**src/rtl/spi_reg_master.sv**
```systemverilog
// SPI mode-0 master issuing single-register write/read frames to a 4-entry slave register bank.
// Optional read dummy phase enabled by defining SPI_REG_MASTER_DUMMY_EN.
module spi_reg_master #(
  parameter int unsigned REG_SIZE     = 8,
  parameter int unsigned CLK_DIV      = 2,
  parameter int unsigned DUMMY_CYCLES = 4
) (
  input  logic                sclk,
  input  logic                rstn,
  input  logic                req_valid,
  output logic                req_ready,
  input  logic                req_wr,
  input  logic [1:0]          req_addr,
  input  logic [REG_SIZE-1:0] req_wdata,
  output logic                rsp_valid,
  output logic [REG_SIZE-1:0] rsp_rdata,
  output logic                spi_clk,
  output logic                spi_cs_n,
  output logic                spi_mosi,
  input  logic                spi_miso
);

  localparam int unsigned CW      = (CLK_DIV > 1) ? $clog2(CLK_DIV) : 1;
  localparam int unsigned MAXBITS = (REG_SIZE > 8) ?
                                    ((REG_SIZE > DUMMY_CYCLES) ? REG_SIZE : DUMMY_CYCLES) :
                                    ((DUMMY_CYCLES > 8) ? DUMMY_CYCLES : 8);
  localparam int unsigned BW      = $clog2(MAXBITS);
  localparam int unsigned SW      = 8 + REG_SIZE;

  typedef enum logic [2:0] {
    S_IDLE, S_SETUP, S_CMD, S_DUMMY, S_DATA, S_HOLD, S_GAP
  } state_t;

  state_t              r_state, w_state_nxt;
  logic [CW-1:0]       r_cnt, w_cnt_nxt;
  logic                r_half, w_half_nxt;
  logic [BW-1:0]       r_bit, w_bit_nxt;
  logic [SW-1:0]       r_sh, w_sh_nxt;
  logic [REG_SIZE-1:0] r_rx, w_rx_nxt;
  logic                r_wr, w_wr_nxt;
  logic                r_clk, w_clk_nxt;
  logic                r_cs_n, w_cs_n_nxt;
  logic                r_mosi, w_mosi_nxt;
  logic                r_rsp_valid, w_rsp_valid_nxt;
  logic [REG_SIZE-1:0] r_rdata, w_rdata_nxt;
  logic                w_tick;
  logic                w_last;

  assign w_tick = (r_cnt == CW'(CLK_DIV - 1));

  always_comb begin
    w_last = 1'b0;
    case (r_state)
      S_CMD:   w_last = (r_bit == BW'(7));
      S_DUMMY: w_last = (r_bit == BW'(DUMMY_CYCLES - 1));
      S_DATA:  w_last = (r_bit == BW'(REG_SIZE - 1));
      default: w_last = 1'b0;
    endcase
  end

  always_comb begin
    w_state_nxt     = r_state;
    w_cnt_nxt       = w_tick ? '0 : r_cnt + CW'(1);
    w_half_nxt      = r_half;
    w_bit_nxt       = r_bit;
    w_sh_nxt        = r_sh;
    w_rx_nxt        = r_rx;
    w_wr_nxt        = r_wr;
    w_clk_nxt       = r_clk;
    w_cs_n_nxt      = r_cs_n;
    w_mosi_nxt      = r_mosi;
    w_rsp_valid_nxt = 1'b0;
    w_rdata_nxt     = r_rdata;

    case (r_state)
      S_IDLE: begin
        w_cnt_nxt = '0;
        if (req_valid) begin
          w_state_nxt = S_SETUP;
          w_cs_n_nxt  = 1'b0;
          w_clk_nxt   = 1'b0;
          w_mosi_nxt  = 1'b0;
          w_wr_nxt    = req_wr;
          w_sh_nxt    = {req_wr, 5'b00000, req_addr, req_wdata & {REG_SIZE{req_wr}}};
        end
      end
      S_SETUP: begin
        if (w_tick) begin
          w_state_nxt = S_CMD;
          w_mosi_nxt  = r_sh[SW-1];
          w_half_nxt  = 1'b0;
          w_bit_nxt   = '0;
        end
      end
      S_CMD, S_DUMMY, S_DATA: begin
        if (w_tick) begin
          if (!r_half) begin
            w_clk_nxt  = 1'b1;
            w_half_nxt = 1'b1;
            if (r_state == S_DATA && !r_wr) begin
              w_rx_nxt = REG_SIZE'({r_rx, spi_miso});
            end
          end else begin
            // Falling half: the next bit goes onto mosi as spi_clk drops.
            w_clk_nxt  = 1'b0;
            w_half_nxt = 1'b0;
            if (!w_last) begin
              w_bit_nxt = r_bit + BW'(1);
              if (r_state != S_DUMMY) begin
                w_sh_nxt   = {r_sh[SW-2:0], 1'b0};
                w_mosi_nxt = r_sh[SW-2];
              end
            end else begin
              w_bit_nxt = '0;
              case (r_state)
                S_CMD: begin
                  w_sh_nxt    = {r_sh[SW-2:0], 1'b0};
                  w_mosi_nxt  = r_sh[SW-2];
                  w_state_nxt = S_DATA;
`ifdef SPI_REG_MASTER_DUMMY_EN
                  if (!r_wr) begin
                    w_state_nxt = S_DUMMY;
                    w_mosi_nxt  = 1'b0;
                  end
`endif
                end
                S_DUMMY: begin
                  w_state_nxt = S_DATA;
                  w_mosi_nxt  = r_sh[SW-1];
                end
                default: begin
                  w_state_nxt = S_HOLD;
                  w_mosi_nxt  = 1'b0;
                end
              endcase
            end
          end
        end
      end
      S_HOLD: begin
        if (w_tick) begin
          w_cs_n_nxt      = 1'b1;
          w_rsp_valid_nxt = 1'b1;
          if (!r_wr) begin
            w_rdata_nxt = r_rx;
          end
          // The IDLE cycle counts toward chip-select high time, so GAP is one cycle short.
          w_state_nxt = (CLK_DIV == 1) ? S_IDLE : S_GAP;
          w_cnt_nxt   = CW'(1);
        end
      end
      S_GAP: begin
        if (w_tick) begin
          w_state_nxt = S_IDLE;
        end
      end
      default: w_state_nxt = S_IDLE;
    endcase
  end

  always_ff @(posedge sclk) begin
    if (!rstn) begin
      r_state     <= S_IDLE;
      r_cnt       <= '0;
      r_half      <= 1'b0;
      r_bit       <= '0;
      r_sh        <= '0;
      r_rx        <= '0;
      r_wr        <= 1'b0;
      r_clk       <= 1'b0;
      r_cs_n      <= 1'b1;
      r_mosi      <= 1'b0;
      r_rsp_valid <= 1'b0;
      r_rdata     <= '0;
    end else begin
      r_state     <= w_state_nxt;
      r_cnt       <= w_cnt_nxt;
      r_half      <= w_half_nxt;
      r_bit       <= w_bit_nxt;
      r_sh        <= w_sh_nxt;
      r_rx        <= w_rx_nxt;
      r_wr        <= w_wr_nxt;
      r_clk       <= w_clk_nxt;
      r_cs_n      <= w_cs_n_nxt;
      r_mosi      <= w_mosi_nxt;
      r_rsp_valid <= w_rsp_valid_nxt;
      r_rdata     <= w_rdata_nxt;
    end
  end

  assign req_ready = (r_state == S_IDLE);
  assign rsp_valid = r_rsp_valid;
  assign rsp_rdata = r_rdata;
  assign spi_clk   = r_clk;
  assign spi_cs_n  = r_cs_n;
  assign spi_mosi  = r_mosi;

endmodule
```
**config.mk**
```make
export PLATFORM = sky130hd
export DESIGN_NAME = spi_reg_master
export DESIGN_NICKNAME = d
export VERILOG_FILES = /design/src/rtl/spi_reg_master.sv
export SDC_FILE = /design/constraint.sdc
export NUM_CORES = 1
export LEC_CHECK = 0
export BUFFER_PORTS_ARGS = -buffer_cell sky130_fd_sc_hd__buf_2
export CORE_ASPECT_RATIO = 1.25
export CORE_UTILIZATION = 51
export DETAILED_ROUTE_END_ITERATION = 8
export PLACE_DENSITY_LB_ADDON = 0.12
export SLEW_MARGIN = 20
export SYNTH_ARGS = -nofsm -noshare
export SYNTH_HDL_FRONTEND = slang
export SYNTH_SLANG_ARGS = --single-unit
```
**constraint.sdc**
```tcl
create_clock -name sclk -period 1.8 [get_ports sclk]
set_clock_uncertainty 0.15 [all_clocks]
set_input_delay 0 -clock sclk [delete_from_list [all_inputs] [get_ports sclk]]
set_output_delay 0 -clock sclk [all_outputs]
set_load 0.05 [all_outputs]
```
Yosys cells after proc, flatten, opt, wreduce, memory -nomap -nowiden
Index checks and enable logic that the tools add are counted.
Widths: inputs -> output; s select.
{ "word_totals": {"register_bits": 45, "out_inout_bits": 13} }
{ "classes": {"addsub": 2, "eq_ne": 18, "n_mux": 40, "bitwise": 3, "reduce_logical": 21} }
{ "op_table": {"columns": ["op", "n"], "rows": [
  ["$mux 16", 6],
  ["$pmux 16 s2", 1],
  ["$mux 3", 10],
  ["$pmux 3 s5", 1],
  ["$mux 1", 14],
  ["$ne 2x2->1 const B", 7],
  ["$eq 3x3->1 const B", 4],
  ["$pmux 1 s2", 6],
  ["$reduce_and 3->1", 4],
  ["$reduce_and 6->1", 2],
  ["$eq 3x2->1 const B", 3],
  ["$and 8x8->8", 1],
  ["$reduce_and 4->1", 2],
  ["$reduce_and 7->1", 1],
  ["$ne 3x3->1 const B", 2],
  ["$pmux 3 s2", 1],
  ["$reduce_bool 2->1", 3],
  ["$reduce_and 2->1", 2],
  ["$reduce_or 2->1", 2],
  ["$add 3x1->3 const B", 1],
  ["$eq 3x1->1 const B", 1],
  ["$logic_not 3->1", 1],
  ["$ne 3x2->1 const B", 1],
  ["$pmux 1 s3", 1],
  ["6 further kinds", 7]
]} }

Logic depth before layout (Yosys ltp)
{ "depth": {"word_depth": 7, "depth_mapped": 7, "ltp_nobuf": 6} }

Worst setup path before layout
No wires, ideal clock.
{ "synth_path": {"path_type": "reg2out", "from": "register r_state[1]", "to": "output port req_ready", "t_arrival_ps": 1841, "required_time_ps": 1650, "setup_slack_ps": -191, "path_stages_with_launch": 4, "n_path_buf": 2, "path_cell_list": "dfxtp_1 -> buf_1 -> clkbuf_1 -> nor3_1"} }
{ "synth_via": {"elab_chain_len": 1} }
{ "synth_rtl": {"columns": ["element", "line_no", "source"], "rows": [
  ["start: declaration", "34", "state_t r_state, w_state_nxt;"],
  ["start signal: assignment", "176", "r_state <= w_state_nxt;"],
  ["$logic_not 3->1", "191", "assign req_ready = (r_state == S_IDLE);"],
  ["end: declaration", "11", "output logic req_ready,"]
]} }
Every way passes these cells.

Worst setup path in the final report
{ "layout_path": {"from": "register r_state[2]", "to": "register r_state[1]"} }
{ "layout_via": {"elab_chain_len": 5, "elab_cells_between_ends": 19, "cone_classes": "eq/ne: 13; mux: 2; reduce/logical: 4"} }
{ "layout_rtl": {"columns": ["element", "line_no", "source"], "rows": [
  ["$eq 3x3->1 or $eq 3x2->1 (tied branches)", "53, 75", null],
  ["$reduce_or 2->1 (no source line)", null, null],
  ["$pmux 1 s2", "53", "case (r_state)"],
  ["$ne 2x2->1 (no source line)", null, null],
  ["$reduce_and 7->1 (no source line)", null, null]
]} }
Parallel ways exist; a longest one is shown, timed or not.
A chain may end at the register's enable or synchronous reset.

==> parameters.txt <==
Parameter                              Value

Finish
  Post-Layout Inst Area    3100 µm²
  Fraction of final layout cells sized beyond drive strength 1    35.8%
  Nets    347
  Antenna diode count    0
  Utilization after layout    76.3%
  Signed area change from the synthesized netlist to the final layout    43.4%
  Number of non-filler instances in the completed layout    388

Synth
  Synth Flop Type    sky130_fd_sc_hd__dfxtp_1
  Synthesized net count    264
  Mapped cell area    2160 µm²
  Gate Count Post-Synth    248
  Share of synthesized registers carrying an async set or reset    0%
  Number of synthesized register bits    45
  Average cell area after synthesis    8.72 µm²
  Number of synthesized flops with an enable pin    0
  Sequential element share of the synthesized area    41.6%
  Unique cell type count in the Yosys netlist    42
  Yosys warning total    0

STA
  Setup repair after global routing missed its margin    yes
  Setup slack after layout    -0.0732 ns
  Setup Total Neg Slack    -0.128 ns
  Worst-Margin Slew    0.447 ns
  Final setup viols    4
  Peak clock frequency supported by timing    534 MHz
  Final slew viol count    0
  Tcrit/Tclk final    104%
  Worst slew slack as a fraction of its limit    70.2%
  Min Clock Period, post-route    1.87 ns
  Final hold viol count    0

Pwr
  Largest vdd supply drop    0.765 mV
  Power per Cell Area    1240 nW/µm²
  Leakage Power    1.38 nW

Route
  ANT nets after route    0
  Vias    2,066
  Via density per instance    5.32
  Average wire per standard cell    14.2 µm
  Remaining DRCs    0
  Total wire length after detailed routing    5.51 mm
  Violation count after the first detailed-route iteration    109
  Count of TritonRoute iterations in the first routing pass    4

Clock network
  CTS tree    built
  Number of sinks handled by clock tree synthesis    45
  Clk Latency, worst-skew pair    0.30 ns
  Clock tree root buffer cell    sky130_fd_sc_hd__clkbuf_8
  Num CTS Buffers    5
  Reg clk slew, reported paths    0.08 ns
  Bufs on Longest Clock Path    2
  Level count of the clock H-tree    2

Worst hold path
  Path type of the worst min-delay path    in -> reg

Setup path
  Worst Setup End Kind    flip-flop
  Worst Path Max Fanout    6
  Data required time at the worst endpoint    1.88 ns
  Longest individual stage delay on the worst path    0.48 ns
  Crit path cell chain    buf_6 -> nor4b_4 -> a31o_2 -> o22ai_2 -> or4b_1 -> a21boi_1
  Data arrival at the endpoint of the critical path    1.95 ns
  Critical-path cell with the highest stage delay    sky130_fd_sc_hd__or4b_1
  Sort of element at the start of the critical path    flip-flop
  Crit path kind    reg -> reg

Placed design
  Placed Instances    355
  RD Place Congestion    0.837
  Placement-stage cell area    2670 µm²
  HPWL Detailed    3.40 mm
  Port buffer count    27

GRT
  Total global-route track usage    25.2%
  Antenna violations before repair    0
  Via count of the first global-routing pass    1,905
  Maximum number of pins on one net before global-route repair    30
  First-pass GRT wire length    8.58 mm
  Grt total ovfl    0

Run status
  Failing checks    negative setup slack
  Outcome    finished, violations left

Die
  Ports placed on the boundary    28
  Effective utilization at floorplan    53.2%
  Die Footprint    4510 µm²
  Row cnt    26
  Chip Width    60.3 µm
  DIE HEIGHT    74.8 µm
  Core ar.    4070 µm²

Flow run
  Number of max-cap violations    0
## cells in the final DEF, fill, tap and decap left out, types with 2 or more instances in the layout
master	instances
sky130_fd_sc_hd__buf_4	49
sky130_fd_sc_hd__dfxtp_1	38
sky130_fd_sc_hd__nand2_1	30
sky130_fd_sc_hd__buf_2	27
sky130_fd_sc_hd__mux2i_1	21
sky130_fd_sc_hd__nor2b_1	18
sky130_fd_sc_hd__nand3_1	17
sky130_fd_sc_hd__dlygate4sd3_1	14
sky130_fd_sc_hd__o21ai_0	12
sky130_fd_sc_hd__o211a_1	10
sky130_fd_sc_hd__o21ai_1	8
sky130_fd_sc_hd__nand4_1	6
sky130_fd_sc_hd__and2_1	5
sky130_fd_sc_hd__clkbuf_8	5
sky130_fd_sc_hd__buf_6	5
sky130_fd_sc_hd__a21oi_1	4
sky130_fd_sc_hd__nor2_1	4
sky130_fd_sc_hd__dfxtp_2	4
sky130_fd_sc_hd__nand2b_1	3
sky130_fd_sc_hd__dfxtp_4	3
sky130_fd_sc_hd__clkinvlp_4	2
sky130_fd_sc_hd__nor2b_4	2
sky130_fd_sc_hd__a222oi_1	2
sky130_fd_sc_hd__or4b_1	2
sky130_fd_sc_hd__inv_1	2
sky130_fd_sc_hd__o22ai_2	2
sky130_fd_sc_hd__a21oi_2	2
sky130_fd_sc_hd__o211ai_1	2
sky130_fd_sc_hd__a21boi_1	2
sky130_fd_sc_hd__buf_12	2
## final cells by class
type / instances / area (µm²)
clock inverters: 3 / 25.0
clock buffers: 5 / 68.8
multi-input cells: 178 / 1260
fillers: 278 / 963
repair buffers: 97 / 739
well taps: 56 / 70.1
inverters: 4 / 18.8
flip-flops and latches: 45 / 917
## worst max-delay path: cells and delay by family, from the launching register on
| family | cells | cell delay, ns |
|---|---|---|
| flip-flops | 1 | 0.37 |
| AO/OA/AOI/OAI | 3 | 0.39 |
| AND/OR/NAND/NOR | 2 | 0.76 |
| buffers and inverters | 1 | 0.13 |
## synthesized netlist by cell type, types with 5 or more instances
library cell,n,area (µm²)
sky130_fd_sc_hd__dfxtp_1,45,901
sky130_fd_sc_hd__o21ai_0,12,60.1
sky130_fd_sc_hd__buf_2,5,25.0
sky130_fd_sc_hd__o211a_1,10,100
sky130_fd_sc_hd__clkbuf_1,14,52.6
sky130_fd_sc_hd__nand4_1,6,37.5
sky130_fd_sc_hd__mux2i_1,21,210
sky130_fd_sc_hd__nor2b_1,20,125
sky130_fd_sc_hd__nand3_1,18,90.1
sky130_fd_sc_hd__nand2_1,30,113
sky130_fd_sc_hd__a21oi_1,6,30.0
sky130_fd_sc_hd__o21ai_1,9,45.0
sky130_fd_sc_hd__and2_1,5,31.3
## path summary, 6_finish.rpt
kind / endpoint / from / slack (ns) / cells past startpoint
worst min register to register: r_sh[11] / r_sh[11] / 0.30 / 2
worst max register to register: r_state[1] / r_state[2] / -0.07 / 6
worst max-delay path: r_state[1] / r_state[2] / -0.07 / 6
worst min-delay path: r_state[0] / rstn / 0.02 / 3
## power by group
part | internal (W) | switching [W]
clock network | 0.000280 | 0.000369
registers | 0.00115 | 0.000140
logic | 0.000959 | 0.000955
## flip-flops by register name, summed over array words and instances (netlist names)
signal / cells
r_bit: 3
r_cnt: 1
spi_cs_n: 1
r_state: 3
spi_clk: 1
spi_mosi: 1
rsp_valid: 1
r_sh: 16
rsp_rdata: 8
r_rx: 8
r_half: 1
r_wr: 1
## repair_timing
| action | CTS | global route |
|---|---|---|
| gates cloned | 2 | 0 |
| setup endpoints to repair | 23 | 22 |
| gates resized for setup | 20 | 18 |
| hold buffers | 14 | 0 |
| pin swaps | 5 | 6 |
| setup buffers | 4 | 5 |
| hold endpoints to repair | 13 | 0 |
## cell families (layout without fill, tap and decap cells)
kind of cell / after synthesis / after routing / synth area share, %
compound gates: 57 / 57 / 18.3
xor+xnor: 1 / 1 / 0.405
fa+ha+maj: 1 / 1 / 0.578
buf+inv: 25 / 109 / 4.63
flops: 45 / 45 / 41.6
mux: 21 / 21 / 9.72
simple gates: 98 / 98 / 24.8
## stage by stage
stage          total power (W)  worst slack, ns  hold WS (ns)
6_report               0.00385          -0.0732        0.0185
5_1_grt                0.00408           -0.143        0.0413
4_1_cts                0.00368          -0.0601       0.00517
3_5_place_dp           0.00280           -0.107         0.118
3_3_place_gp           0.00277          -0.0512         0.107
2_1_floorplan          0.00222          -0.0162        0.0162
## metal layers
metal / track usage [%] / wire length [µm] / vias to the layer above
met5: 0 / 0 / -
met4: 7.75 / 121 / 0
met3: 4.98 / 173 / 17
met2: 44.3 / 2760 / 52
met1: 30.6 / 2460 / 951
li1: - / - / 1046
Note: power is estimated with default switching activity, not from simulation.
